$ cat src/rtl/input_setup.sv
// Fetches a 2x2 matrix (row-major, 4 words) and streams it skewed into a 2x2 systolic array, then drains.
// Latency: first strobe 1 cycle after start, first array input 6 cycles after start; optional INPUT_SETUP_SATURATE_EN clamps oversized words.
module input_setup #(
    parameter int DATA_W       = 16,
    parameter int ADDR_W       = 6,
    parameter int DRAIN_CYCLES = 2
) (
    input  logic              clk,
    input  logic              reset,
    input  logic              start,
    input  logic [12:0]       base_addr,
    output logic              mem_rd_en,
    output logic [ADDR_W-1:0] mem_rd_addr,
    input  logic [31:0]       mem_rd_data,
    output logic [DATA_W-1:0] a_in1,
    output logic [DATA_W-1:0] a_in2,
    output logic              valid,
    output logic              busy,
    output logic              done
);

    typedef enum logic [2:0] {IDLE, FETCH, STREAM, DRAIN, FIN} state_t;

    localparam logic [7:0] DRAIN_LAST = 8'((DRAIN_CYCLES > 0) ? DRAIN_CYCLES - 1 : 0);

    state_t            state, state_nxt;
    logic [7:0]        cnt, cnt_nxt;
    logic [ADDR_W-1:0] base_q, base_sel;
    logic [DATA_W-1:0] elem [4];

    logic              rd_en_nxt, valid_nxt, busy_nxt, done_nxt;
    logic [ADDR_W-1:0] rd_addr_nxt;
    logic [DATA_W-1:0] a1_nxt, a2_nxt;
    logic [DATA_W-1:0] word_val;
    logic              unused_bits;

    assign unused_bits = ^{base_addr[12:ADDR_W], mem_rd_data};

`ifdef INPUT_SETUP_SATURATE_EN
    assign word_val = ((mem_rd_data >> DATA_W) != 32'd0) ? '1 : mem_rd_data[DATA_W-1:0];
`else
    assign word_val = mem_rd_data[DATA_W-1:0];
`endif

    // During IDLE the address is taken straight from the port so the first strobe can be registered at acceptance.
    assign base_sel = (state == IDLE) ? base_addr[ADDR_W-1:0] : base_q;

    always_comb begin
        state_nxt = state;
        cnt_nxt   = cnt;
        case (state)
            IDLE: begin
                if (start) begin
                    state_nxt = FETCH;
                    cnt_nxt   = 8'd0;
                end
            end
            FETCH: begin
                if (cnt == 8'd4) begin
                    state_nxt = STREAM;
                    cnt_nxt   = 8'd0;
                end else begin
                    cnt_nxt = cnt + 8'd1;
                end
            end
            STREAM: begin
                if (cnt == 8'd2) begin
                    state_nxt = (DRAIN_CYCLES == 0) ? FIN : DRAIN;
                    cnt_nxt   = 8'd0;
                end else begin
                    cnt_nxt = cnt + 8'd1;
                end
            end
            DRAIN: begin
                if (cnt == DRAIN_LAST) begin
                    state_nxt = FIN;
                    cnt_nxt   = 8'd0;
                end else begin
                    cnt_nxt = cnt + 8'd1;
                end
            end
            FIN: begin
                state_nxt = IDLE;
                cnt_nxt   = 8'd0;
            end
            default: begin
                state_nxt = IDLE;
                cnt_nxt   = 8'd0;
            end
        endcase
    end

    // Outputs are derived from the next state so that they appear registered in the cycle they belong to.
    always_comb begin
        rd_en_nxt   = (state_nxt == FETCH) && (cnt_nxt < 8'd4);
        rd_addr_nxt = rd_en_nxt ? base_sel + ADDR_W'(cnt_nxt) : '0;
        valid_nxt   = (state_nxt == STREAM) || (state_nxt == DRAIN);
        busy_nxt    = (state_nxt != IDLE);
        done_nxt    = (state_nxt == FIN);
        a1_nxt      = '0;
        a2_nxt      = '0;
        if (state_nxt == STREAM) begin
            case (cnt_nxt)
                8'd0:    a1_nxt = elem[0];
                8'd1: begin
                    a1_nxt = elem[1];
                    a2_nxt = elem[2];
                end
                8'd2:    a2_nxt = elem[3];
                default: a1_nxt = '0;
            endcase
        end
    end

    always_ff @(posedge clk or negedge reset) begin
        if (!reset) begin
            state       <= IDLE;
            cnt         <= 8'd0;
            base_q      <= '0;
            elem[0]     <= '0;
            elem[1]     <= '0;
            elem[2]     <= '0;
            elem[3]     <= '0;
            mem_rd_en   <= 1'b0;
            mem_rd_addr <= '0;
            a_in1       <= '0;
            a_in2       <= '0;
            valid       <= 1'b0;
            busy        <= 1'b0;
            done        <= 1'b0;
        end else begin
            state       <= state_nxt;
            cnt         <= cnt_nxt;
            base_q      <= base_sel;
            if (state == FETCH && cnt != 8'd0)
                elem[2'(cnt - 8'd1)] <= word_val;
            mem_rd_en   <= rd_en_nxt;
            mem_rd_addr <= rd_addr_nxt;
            a_in1       <= a1_nxt;
            a_in2       <= a2_nxt;
            valid       <= valid_nxt;
            busy        <= busy_nxt;
            done        <= done_nxt;
        end
    end

endmodule

$ cat config.mk
export PLATFORM = sky130hd
export DESIGN_NAME = input_setup
export DESIGN_NICKNAME = d
export VERILOG_FILES = /design/src/rtl/input_setup.sv
export SDC_FILE = /design/constraint.sdc
export NUM_CORES = 1
export LEC_CHECK = 0
export CORE_MARGIN = 3
export CORE_UTILIZATION = 50
export CTS_BUF_LIST = sky130_fd_sc_hd__clkbuf_8 sky130_fd_sc_hd__clkbuf_16
export DETAILED_ROUTE_END_ITERATION = 10
export HOLD_SLACK_MARGIN = 0.1
export PLACE_DENSITY_LB_ADDON = 0.2
export SLEW_MARGIN = 20
export SYNTH_ARGS = -nofsm -noshare
export SYNTH_HDL_FRONTEND = slang
export SYNTH_SLANG_ARGS = --single-unit
$ cat constraint.sdc
create_clock -name clk -period 3.8 [get_ports clk]
set_input_delay 0.76 -clock clk [delete_from_list [all_inputs] [get_ports clk]]
set_output_delay 0.76 -clock clk [all_outputs]
set_load 0.005 [all_outputs]
======== Word level (Yosys, flattened, before mapping) ========
Index checks and enable logic that the tools add are counted.
storage, ports and cells
  register bits ........................... 123
  input port bits ......................... 48
cells by class
  add/subtract/negate cells ............... 3
  $lt $le $gt $ge ......................... 3
  equality and inequality tests ........... 12
  muxes and demuxes ....................... 19
  bitwise logic cells ..................... 1
  reduce and logical (&&, ||, !) cells .... 8
operators with widths
  cell                 count
  $bwmux 64            1
  $pmux 16 s2          2
  $mux 16              3
  $demux 16 s2         1
  $mux 8               4
  $pmux 8 s4           1
  $eq 8x1->1 const B   2
  $eq 8x2->1 const B   2
  $eq 3x2->1 const B   4
  $mux 3               4
  $mux 6               2
  $pmux 3 s4           1
  $add 8x1->8 const B  1
  $eq 8x3->1 const B   1
  $logic_not 8->1      1
  $lt 8x3->1 const B   1
  $reduce_bool 8->1    1
  $add 6x6->6          1
  $eq 3x1->1 const B   2
  $eq 3x3->1 const B   1
  $ge 3x3->1 const B   1
  $logic_and 1x1->1    3
  $logic_not 3->1      1
  $lt 3x1->1 const B   1
  other kinds (4)      4

======== Depth between registers and ports, before layout ========
  word-level depth ........................ 7
  depth in mapped cells ................... 15
  mapped depth without buffers ............ 13

======== Worst setup path after synthesis ========
OpenSTA, ideal clock, no wires.
  path kind ............................... register -> register
  from .................................... register cnt[5]
  to ...................................... register mem_rd_addr[4]
  setup time .............................. 0.126 ns
  data arrival time ....................... 2.918 ns
  path slack .............................. 0.756 ns
  cell stages (with the launch flop) ...... 15
  cells stage by stage .................... dfrtp_1 buf_6 or4_4 nor2_2 o21a_1 o31ai_1 buf_2 buf_2 ha_1 fa_1 a21oi_1 nor2_1 nor2_1 xor2_1 nor2_1
on the way
  word-level cells in the longest chain between the ends .. 6
  elaborated cells between the ends (all ways) .. 18
ends and longest elaborated chain
  element                                   RTL line    source
  start, declared                           27          logic [7:0] cnt, cnt_nxt;
  start signal, assigned                    133         cnt <= cnt_nxt;
  $eq 8x1->1, or another cell as far along  75          if (cnt == DRAIN_LAST) begin
  $mux 8 (on tied branches)                 75, 59, 67
  $pmux 8 s4 (*)                            51          case (state)
  via cnt_nxt[0]                            27
  $lt 8x3->1                                95          rd_en_nxt = (state_nxt == FETCH) && (cnt_nxt < 8'd4);
  $logic_and 1x1->1                         95
  $mux 6 (*)                                96          rd_addr_nxt = rd_en_nxt ? base_sel + ADDR_W'(cnt_nxt) : '0;
  via rd_addr_nxt[4]                        32          logic [ADDR_W-1:0] rd_addr_nxt;
  end signal, assigned                      138         mem_rd_addr <= rd_addr_nxt;
  end, declared                             13          output logic [ADDR_W-1:0] mem_rd_addr,
Mark *: on every way through the listed nets, which the timed path passes. The rest lies on a longest branch.
A chain may end at the register's enable or synchronous reset.

======== Worst setup path in the final report ========
  from .................................... register cnt[0]
  to ...................................... register mem_rd_addr[5]
on the way
  word-level cells in the longest chain between the ends .. 6
  elaborated cells between the ends (all ways) .. 18
ends and longest elaborated chain
  element                                    RTL line
  $add 8x1->8, or another cell as far along  63, 71, 79
  $mux 8 (on tied branches)                  75, 59, 67
  $pmux 8 s4 (*)                             51
  via cnt_nxt[2]                             27
  $lt 8x3->1                                 95
  $logic_and 1x1->1                          95
  $mux 6 (*)                                 96
  via rd_addr_nxt[5]                         32
Marked as above.

==> results.cfg <==
[placed_design]
gp_congestion = 0.892
place_area_um2 = 6070
dpl.cell_count = 588
port_buffers = 66
hpwl_mm = 7.00

[route]
routedWlPerCell_um = 17.7
drtIter0Drc = 145
antenna_left = 0
via_count = 3459
drc = 0
drt_first_pass_iters = 5
vias_per_cell = 5.58
wl_mm = 10.9

[floorplanning]
row_count = 36
num_io_pins = 90
dieHeight_um = 108
core-area_um2 = 10000
fp.dieW_um = 108
die-area_um2 = 11700
start_util_pct = 52.4

[power]
p_leak_uw = 0.00289
combPwrFrac_pct = 39.8
power_frac_clock_pct = 25.6
p_int_uw = 4070
p_seq_share_pct = 34.6
p_per_area_nw_per_um2 = 922
swShare_pct = 33.6
ir_worst_vdd_mv = 0.441
switching_power_uw = 2060

[critical_path]
critPathArrivalTime_ns = 3.73
r2r_slack_ns = 0.50
critPathRequiredTime_ns = 4.23
r2r_start = cnt[0]
rr_endpoint = mem_rd_addr[5]
worst-path-max-fanout = 9
r2r_cells = 13
startpoint_type = register
crit_type = reg2reg
critPathCaptureType = register

[synthesis]
seq_area_frac_synth_pct = 58.7
yosys-mux-area-fraction_pct = 18.3
synthTopCellsByArea = dfrtp_1 59%, mux2_2 15%, mux2i_1 3.2%
yosys.area.top_type = dfrtp_1
synthArstFlopShare_pct = 100
synth-xor-area-share_pct = 1.34
synth.avg_cell_area_um2 = 13.1
yosys_warnings = 0
synth_top_family_by_area = multiplexers
synth_edf_count = 0
synthesis.nets = 459
ys_ff_latch = 123
synth-compound-area-share_pct = 8.04
synth_area_um2 = 5240
synth_simple_gate_area_share_pct = 8.69
postSynthCellCount = 400
yosysTopAreaCellShare_pct = 58.7
synthDistinctLibCells = 49
ys.flop_type = dfrtp_1
synth-adder-area-share_pct = 2.77

[sta]
tightest_slew_ns = 0.884
slew_headroom_pct = 40.9
maxSlewViolCount = 0
hold_slack_ns = 0.299
final_hold_viol_count = 0
rsz0062_at_grt = no
period_minus_slack_ns = 3.30
setup_viol = 0
post-route-period-util_pct = 86.7
max_freq_mhz = 303
finalClockSkew_ns = 0.0117
tns_ns = 0

[global_routing]
grt.overflow.total = 0
antenna_found_initial = 0
grt_pass1_vias = 3466
grt_use_total_pct = 20.1
grt_pass1_wl_mm = 17.7
grt_max_degree = 66

[worst_hold_path]
holdCritPathClass = in2async

[layout]
final_cells = 620
synthToLayoutAreaGrowth_pct = 27.0
layout_commonest_cell = dfrtp_1
fin_util_pct = 66.6
fin_area_um2 = 6660
final_cell_mix = 123 x dfrtp_1, 70 x mux2_2, 65 x clkdlybuf4s50_1, 45 x nor2_1
drive_gt1_share_pct = 24.8
fin_nets = 533
diodes = 0

[clocking]
cts_resized = 0
post_cts_buffers = 0
clkTransAtPathRegs_ns = 0.06
htreeDepth = 4
postCtsHoldBufs = 0
insertion_delay_ns = 0.52
cts_tree = done
cts_root_buf = clkbuf_8
cts.sinks = 123
clock_path_buffers = 2
cts-buffers-inserted = 17

[run]
maxCapViolCount = 0

[outcome]
status = complete, no violations
==> cell type report <==
class | instances | area [um2]
Clock buffer | 21 | 469
Multi-Input combinational cell | 252 | 2070
Sequential cell | 123 | 3080
Fill cell | 771 | 3340
Tap cell | 133 | 166
Clock inverter | 11 | 119
Timing Repair Buffer | 73 | 723
Inverter | 7 | 26.3
==> routing by layer <==
metal  GRT usage (%)  vias up  part of all wire [%]
li1                -     1585                     -
met1            26.0     1773                    43
met2            33.3       90                    51
met3            4.90       11                   4.6
met4            6.94        0                   1.2
met5               0        -                     0
==> power groups by stage <==
| stage | clock network [uW] | logic (uW) | registers [uW] |
|---|---|---|---|
| after CTS | 1600 | 2470 | 2120 |
| after floorplan | 0 | 1770 | 2040 |
| after global placement | 0 | 2410 | 2100 |
| final | 1570 | 2440 | 2120 |
| after detailed placement | 0 | 2450 | 2140 |
| after global routing | 1660 | 2670 | 2180 |
==> worst max-delay path by stage <==
stage                                end  startpoint  slack (ns)
final                     mem_rd_addr[5]      cnt[0]        0.50
after global routing      mem_rd_addr[5]      cnt[0]        0.24
after CTS                 mem_rd_addr[5]      cnt[0]        0.52
after detailed placement  mem_rd_addr[5]      cnt[0]        0.54
after global placement    mem_rd_addr[5]       start        0.61
after floorplan           mem_rd_addr[4]      cnt[5]        0.76
==> sequential cells by signal (all words and copies together), names as in the netlist <==
register / cells
base_q: 6
elem: 64
mem_rd_addr: 6
cnt: 8
mem_rd_en: 1
a_in1: 16
busy: 1
state: 3
valid: 1
a_in2: 16
done: 1
==> critical path, cell delays in order (launching register included) <==
cell and delay, ns:
dfrtp_1 0.50, inv_1 0.19, ha_1 0.27, nand2_1 0.08, o22ai_1 0.29, a211oi_1 0.12, o21ai_1 0.39, o21ai_0 0.24
ha_1 0.39, a21oi_1 0.22, o21bai_1 0.09, a21oi_1 0.17, xnor2_1 0.13, nor2b_1 0.15
==> cell usage after synthesis (3+ instances only) <==
cell and n:
a21oi_1 3, a31oi_1 3, a32oi_1 16, buf_2 7, clkbuf_1 9, dfrtp_1 123, ha_1 10, inv_1 7
mux2_2 70, mux2i_1 17, nand2_1 17, nand2b_1 4, nand3_1 5, nor2_1 45, nor3_1 5, o21ai_0 6
o31ai_1 3, o41ai_1 3, or3_1 3, xnor2_1 5, xor2_1 3
==> cells by family (layout without fill, tap and decap cells) <==
group | count (synthesis) | after routing
xor gates and xnor gates | 8 | 8
muxes | 87 | 87
adders and majority gates | 11 | 11
and+or+nand+nor | 92 | 92
buffers and inverters | 25 | 112
DFF | 123 | 123
AOI/OAI and AO/OA | 54 | 54
==> through the flow <==
stage,power (uW),setup slack [ns]
floorplan,3810,0.756
global placement,4520,0.608
detailed placement,4590,0.539
CTS,6190,0.519
global route,6520,0.240
finish,6140,0.504
Note: power is estimated with default switching activity, not from simulation.
